==> config.mk <==
export PLATFORM = sky130hd
export DESIGN_NAME = pipe_fetch_buffer
export DESIGN_NICKNAME = d
export VERILOG_FILES = /design/src/rtl/pipe_fetch_buffer.sv
export SDC_FILE = /design/constraint.sdc
export NUM_CORES = 1
export LEC_CHECK = 0
export ABC_AREA = 1
export CORE_MARGIN = 2
export CORE_UTILIZATION = 55
export CTS_BUF_LIST = sky130_fd_sc_hd__clkbuf_4 sky130_fd_sc_hd__clkbuf_8
export DETAILED_ROUTE_END_ITERATION = 8
export PLACE_DENSITY = 0.83
export SLEW_MARGIN = 40
export SYNTH_ARGS = -nofsm -noshare
export SYNTH_HDL_FRONTEND = slang
export SYNTH_SLANG_ARGS = --single-unit
==> constraint.sdc <==
create_clock -name clk -period 5.75 [get_ports clk]
set_input_delay 1.15 -clock clk [delete_from_list [all_inputs] [get_ports clk]]
set_output_delay 1.15 -clock clk [all_outputs]
set_load 0.02 [all_outputs]
==> src/rtl/pipe_fetch_buffer.sv <==
// pipe_fetch_buffer: credit-limited sequential instruction fetch with an
// in-order prefetch FIFO; flushes and restarts on a control-flow redirect.
// Ports:
//   clk, rst_n                  clock, async active-low reset
//   redirect, redirectAddress   flush and restart fetch at a new address
//   stepPipe                    decode consumes the head entry
//   instructionValid/instruction/instructionAddress  FIFO head to decode
//   addressMisaligned           last redirect target was misaligned
//   fetchAddress/fetchEnable/fetchReady  memory request handshake
//   fetchDataValid/fetchData    in-order memory responses
module pipe_fetch_buffer #(
    parameter logic [31:0] PROGRAM_COUNTER_RESET = 32'h0,
    parameter int          BUFFER_DEPTH          = 4,
    parameter int          INSTRUCTION_WIDTH     = 32
) (
    input  logic                         clk,
    input  logic                         rst_n,
    input  logic                         redirect,
    input  logic [31:0]                  redirectAddress,
    input  logic                         stepPipe,
    output logic                         instructionValid,
    output logic [INSTRUCTION_WIDTH-1:0] instruction,
    output logic [31:0]                  instructionAddress,
    output logic                         addressMisaligned,
    output logic [31:0]                  fetchAddress,
    output logic                         fetchEnable,
    input  logic                         fetchReady,
    input  logic                         fetchDataValid,
    input  logic [INSTRUCTION_WIDTH-1:0] fetchData
);

    localparam int          PW      = $clog2(BUFFER_DEPTH);
    localparam int          CW      = PW + 1;
    localparam logic [31:0] STEP    = 32'(INSTRUCTION_WIDTH / 8);
    localparam logic [CW:0] DEPTH_C = (CW + 1)'(BUFFER_DEPTH);
    localparam logic [PW-1:0] P_ONE = PW'(1);
    localparam logic [CW-1:0] C_ONE = CW'(1);

    logic [31:0]                  fetch_pc;
    logic [INSTRUCTION_WIDTH-1:0] data_q [BUFFER_DEPTH];
    logic [31:0]                  addr_q [BUFFER_DEPTH];
    logic [31:0]                  tag_q  [BUFFER_DEPTH];
    logic [PW-1:0]                rd_ptr;
    logic [PW-1:0]                wr_ptr;
    logic [PW-1:0]                tag_rd;
    logic [PW-1:0]                tag_wr;
    logic [CW-1:0]                count;
    logic [CW-1:0]                in_flight;
    logic [CW-1:0]                drop_count;
    logic                         misaligned;

    logic [CW:0] credit_used;
    logic        req;
    logic        head_valid;
    logic        push;
    logic        pop;

    // Buffered plus outstanding words may never exceed the FIFO size, so
    // every response is guaranteed a slot.
    assign credit_used = {1'b0, count} + {1'b0, in_flight};
    assign fetchEnable = rst_n && !misaligned && !redirect
                         && (credit_used < DEPTH_C);
    assign fetchAddress = fetch_pc;
    assign req = fetchEnable && fetchReady;

    assign head_valid = (count != '0);
    assign push = fetchDataValid && !redirect && (drop_count == '0);
    assign pop  = stepPipe && head_valid && !redirect;

    assign instructionValid   = head_valid;
    assign instruction        = head_valid ? data_q[rd_ptr] : '1;
    assign instructionAddress = addr_q[rd_ptr];
    assign addressMisaligned  = misaligned;

    // The tag FIFO records the address of every issued request and is
    // popped by every response, dropped or not, so it survives redirects.
    always_ff @(posedge clk or negedge rst_n) begin
        if (!rst_n) begin
            fetch_pc   <= PROGRAM_COUNTER_RESET;
            rd_ptr     <= '0;
            wr_ptr     <= '0;
            tag_rd     <= '0;
            tag_wr     <= '0;
            count      <= '0;
            in_flight  <= '0;
            drop_count <= '0;
            misaligned <= 1'b0;
            for (int i = 0; i < BUFFER_DEPTH; i++) begin
                addr_q[i] <= PROGRAM_COUNTER_RESET;
                tag_q[i]  <= PROGRAM_COUNTER_RESET;
            end
        end else begin
            if (req) begin
                tag_q[tag_wr] <= fetch_pc;
                tag_wr        <= tag_wr + P_ONE;
            end
            if (fetchDataValid) begin
                tag_rd <= tag_rd + P_ONE;
            end
            if (redirect) begin
                fetch_pc   <= redirectAddress;
                misaligned <= |redirectAddress[1:0];
                rd_ptr     <= '0;
                wr_ptr     <= '0;
                count      <= '0;
                in_flight  <= in_flight - CW'(fetchDataValid);
                drop_count <= in_flight - CW'(fetchDataValid);
            end else begin
                if (req) begin
                    fetch_pc <= fetch_pc + STEP;
                end
                if (fetchDataValid && (drop_count != '0)) begin
                    drop_count <= drop_count - C_ONE;
                end
                if (push) begin
                    addr_q[wr_ptr] <= tag_q[tag_rd];
                    wr_ptr         <= wr_ptr + P_ONE;
                end
                if (pop) begin
                    rd_ptr <= rd_ptr + P_ONE;
                end
                unique case ({push, pop})
                    2'b10:   count <= count + C_ONE;
                    2'b01:   count <= count - C_ONE;
                    default: count <= count;
                endcase
                unique case ({req, fetchDataValid})
                    2'b10:   in_flight <= in_flight + C_ONE;
                    2'b01:   in_flight <= in_flight - C_ONE;
                    default: in_flight <= in_flight;
                endcase
            end
        end
    end

    always_ff @(posedge clk) begin
        if (push) begin
            data_q[wr_ptr] <= fetchData;
        end
    end

endmodule

======== Word-level counts from Yosys, hierarchy flattened ========
Memories as Yosys holds them, arrays and structs flattened.
Cells that the tools add are included.
operators by class
  $add $sub $neg .......................... 12
  magnitude comparators ................... 7
  equal/unequal tests ..................... 4
  mux-type cells .......................... 27
  bitwise operators ....................... 5
  reductions and logical operators ........ 24
operator list
  kind                     count
  $mux W32                 9
  $bwmux W128              2
  $bmux W32 S2             2
  $demux W32 S2            2
  $add A32 B3 Y32 const B  1
  $ge A3 B3 Y1 const B     4
  $mux W3                  4
  $not A2 Y3               4
  $pmux W3 S2              2
  $reduce_bool A3 Y1       4
  $logic_and A1 B1 Y1      11
  $sub A3 B1 Y3 const B    3
  $add A2 B1 Y2 const B    4
  $mux W2                  4
  $reduce_bool A2 Y1       4
  $add A3 B1 Y3 const B    2
  $lt A3 B1 Y1 const B     2
  $add A3 B3 Y4            1
  $eq A2 B1 Y1 const B     2
  $eq A2 B2 Y1 const B     2
  $lt A4 B3 Y1 const B     1
  $logic_not A3 Y1         1
  $sub A3 B1 Y3            1
  $logic_not A1 Y1         2
  4 further kinds          5
word-level totals
  register bits after elaboration ......... 306
  RAM bits ................................ 128
  input port bits ......................... 70
  output and inout bits ................... 99
  word-level logic and storage cells ...... 97
  memories ................................ 1
memory list
  name    depth  bits a word  read ports  clocked after Yosys merged registers in  write ports  RTL line  RTL
  data_q  4      32           1           0                                        1            40        logic [INSTRUCTION_WIDTH-1:0] data_q [BUFFER_DEPTH];

======== Longest topological paths before layout ========
  depth in word-level cells ............... 8
  depth in mapped cells ................... 14

======== Worst setup path before layout ========
No wires, ideal clock.
  kind .................................... flip-flop to output port
  from .................................... reg rd_ptr[0]
  to ...................................... out instruction[10]
  arrival time ............................ 1839 ps
  required time ........................... 4600 ps
  setup slack ............................. 2761 ps
  cell stages (with the launch flop) ...... 7
  path buffers ............................ 3
  cells stage by stage .................... dfrtp_1 > buf_2 > inv_1 > buf_2 > buf_2 > nor2_1 > o311ai_0
on the way
  longest elaborated chain between the ends .. 2
ends and longest elaborated chain
  item                    RTL line  RTL
  start, declared         43        logic [PW-1:0] rd_ptr;
  start signal, assigned  120       rd_ptr <= rd_ptr + P_ONE;
  $mem_v2 Z4 W32          --
  $mux W32                71        assign instruction = head_valid ? data_q[rd_ptr] : '1;
  end, declared           22        output logic [INSTRUCTION_WIDTH-1:0] instruction,
Every way passes these cells.

======== Worst setup path in the final report ========
  from .................................... reg rd_ptr[0]
  to ...................................... out instruction[31]
Same word-level chain as after synthesis.

==> impl_results.md <==
- Total CTS buffers: 70
- Post-synth EDFFs: 128
- Sequential Power Share: 0.394
- Distinct cells, synth: 39
- Slew Viols, Final: 0
- CP Launch Type: flip-flop
- Num Clock Sinks: 434
- Total gr overflow: 0
- Post-Syn Area per Cell: 10.23 um2
- Maximum vdd drop: 0.0002178 V
- CP arrival: 3280 ps
- Die area: 36410 um2
- Clock group share of total power: 0.282
- Cell Area, Synth: 19200 um2
- Clk root buf: clkbuf_8
- Syn-to-layout area delta: 17.77%
- Leading area contributor after synthesis: dfrtp_1
- Final Skew: 28.15 ps
- Core footprint: 34460 um2
- # port buffers: 168
- Register area: 11510 um2
- Global-route wire length before repair: 74240 um
- Slowest cell on crit path: clkdlybuf4s50_1
- Post-synth top area share: 0.3989
- Crit path max fanout: 95
- Resized cells post-CTS: 0
- WL per Instance: 18.28 um
- DIE WIDTH: 190.8 um
- Setup bufs post-CTS: 0
- Static Leak: 9.741 nW
- Worst skew pair latency: 620 ps
- Synth cell count leaders: dfrtp_1 (306), o21ai_0 (302), nor2_1 (299)
- Setup TNS: 0 ps
- Seq/Total Area, Yosys: 0.5991
- Synth Flop Type: dfrtp_1
- Hold_ws: 478.6 ps
- Fillers: 2586
- Clock-pin slew on the worst setup and hold paths: 60 ps
- Antenna Nets Post-Route: 0
- Nets: 2113
- Final setup violation count: 0
- Routability cong.: 0.8950
- Hold WC Path Type: reg2reg
- CP endpoint kind: output port
- CTS tree: done
- Detailed placement HPWL: 28170 um
- Vias in the first global route: 14440
- Tmin final: 4425 ps
- Post-synth ARST share: 0.7051
- Slew of the pin with the lowest slew margin: 743.7 ps
- Syn Inst Count: 1877
- Clk buf depth: 3
- Syn_nets: 1964
- Status: completed
- Final Hold Vio Count: 0
- RSZ-0062 raised after global routing: no
- Final wirelength: 46330 um
- Switching pwr: 0.003475 W
- Highest routed layer: met5
- Antenna diodes: 0
- H-tree depth: 3
- Rel. slew slack: 0.5042
- DR WL met2: 21860 um
- Drt first pass iters: 6
- Fmax: 0.2260 GHz
- Int Power: 0.006398 W
- Via-to-Cell Ratio: 5.787
- Initial drt markers: 1183
- FF+latch count, synth: 434
- Total power: 0.009872 W
- I/O pin total: 169
- Largest net degree at the start of global routing: 96
- Total Routing Usage GR: 0.2576
- CP top delay family: buffers and inverters
- Multi-input combinational cell area: 6855 um2
- Synth Warn #: 0
- CTS Hold Bufs: 0
- Critical path buffers and inverters: 2
- Site Rows: 68
- Synth area leaders: dfrtp_1 (40%), edfxtp_1 (20%), o21ai_0 (7.9%)
- Wire length on met1: 19390 um
- Most frequent cell after synthesis: dfrtp_1
- FF-to-FF setup slack: 3070 ps
- Met3 wire length: 3615 um
- Initial Util: 0.5571
- DR vias: 14670
- Critical Path Max Stage Delay: 720 ps
- Drt drc: 0
- Gate power share: 0.323
- Crit Path Class: reg2out
- Switching share of power: 0.3520
- Final period utilization: 0.7696
- PD cells: 436.7 nW/um2
- WP data required: 4600 ps
- Initial antenna violation count: 1
- Chip height: 190.8 um
- Max_cap viols: 0
- Layout cells sized above 1: 0.1389
- Cell Chain, Critical Path: buf_6 > nor2_1 > o311ai_0 > clkdlybuf4s50_1
-- final timing paths --
check | from | cells after the start | endpoint
min in group asynchronous | rst_n | 1 | fetchAddress[9]$_DFFE_PN0N_
max reg2reg | drop_count[0]$_DFFE_PN0P_ | 10 | addr_q[71]$_DFFE_PN0P_
max | rd_ptr[0]$_DFFE_PN0P_ | 4 | instruction[31]
max in group asynchronous | rst_n | 2 | tag_q[85]$_DFFE_PN0P_
min reg2reg | addr_q[67]$_DFFE_PN0P_ | 1 | addr_q[67]$_DFFE_PN0P_
min | addr_q[67]$_DFFE_PN0P_ | 1 | addr_q[67]$_DFFE_PN0P_
-- metrics by stage --
step           cells  worst slack [ps]  utilization  instance area [um2]
2_1_floorplan   1877              2761            -                19200
3_3_place_gp    2409              1673       0.6115                21070
3_5_place_dp    2409              1727       0.6127                21110
4_1_cts         2535              1264       0.6559                22600
5_1_grt         2535              1099       0.6561                22610
6_report        2535              1325       0.6561                22610
-- layer usage --
| metal | vias to the layer above | global-route usage |
|---|---|---|
| met5 | - | 0 |
| met4 | 2 | 0.1094 |
| met3 | 117 | 0.05245 |
| met2 | 649 | 0.4015 |
| met1 | 7139 | 0.3534 |
| li1 | 6764 | - |
-- final cells by class --
class | instances | share of cell area
sequential | 434 | 0.5090
multi-input combinational | 1252 | 0.3032
timing repair buffer | 188 | 0.08290
clock buffer | 110 | 0.05922
tap | 455 | 0.02518
inverter | 80 | 0.01384
clock inverter | 16 | 0.006641
-- worst reg2reg max path, delay by kind of cell (launching register included) --
family / cells / cell delay [ps]
mux: 1 / 420
simple gates: 4 / 800
fa+ha+maj: 1 / 170
flops: 1 / 380
buf+inv: 4 / 780
-- power groups by stage --
stage	Sequential [W]	Clock, W	Combinational [W]
2_1_floorplan	0.00388	0	0.00192
3_3_place_gp	0.00391	0	0.00306
3_5_place_dp	0.00394	0	0.00316
4_1_cts	0.00388	0.00284	0.00317
5_1_grt	0.00394	0.00297	0.00349
6_report	0.00389	0.00279	0.00319
-- cells in the final DEF (no fill, tap or decap), types with 3 or more instances in the layout --
master and count:
dfrtp_1 303, o21ai_0 302, nor2_1 299, nand2_1 284
clkdlybuf4s50_1 167, edfxtp_1 128, mux2_2 122, clkbuf_8 83
inv_1 73, o22ai_1 64, nand3_1 33, o311ai_0 32
clkbuf_4 28, o21ai_1 23, xor2_1 16, ha_1 15
buf_4 13, nor3_1 10, a21oi_1 9, o211ai_1 7
mux2_1 6, clkinv_1 5, buf_6 5, inv_2 4
nor2_4 4, nand2_4 4, nand4_1 4, clkinvlp_4 4
o221ai_1 3
-- registers in the layout, indices dropped and copies added (netlist names) --
signal / cells
fetchAddress: 32
data_q: 128
rd_ptr: 2
addressMisaligned: 1
addr_q: 128
in_flight: 3
tag_wr: 2
tag_rd: 2
wr_ptr: 2
tag_q: 128
count: 3
drop_count: 3
-- cells by family (layout without fill, tap and decap cells) --
kind of cell	after synthesis	in the layout	synth area share
compound gates	443	443	0.1277
xor+xnor	18	18	0.008213
buf+inv	191	394	0.04465
mux	128	128	0.07509
simple gates	646	646	0.1334
flops	434	434	0.5991
fa+ha+maj	17	17	0.01186
Power figures use the tool's default switching activity.
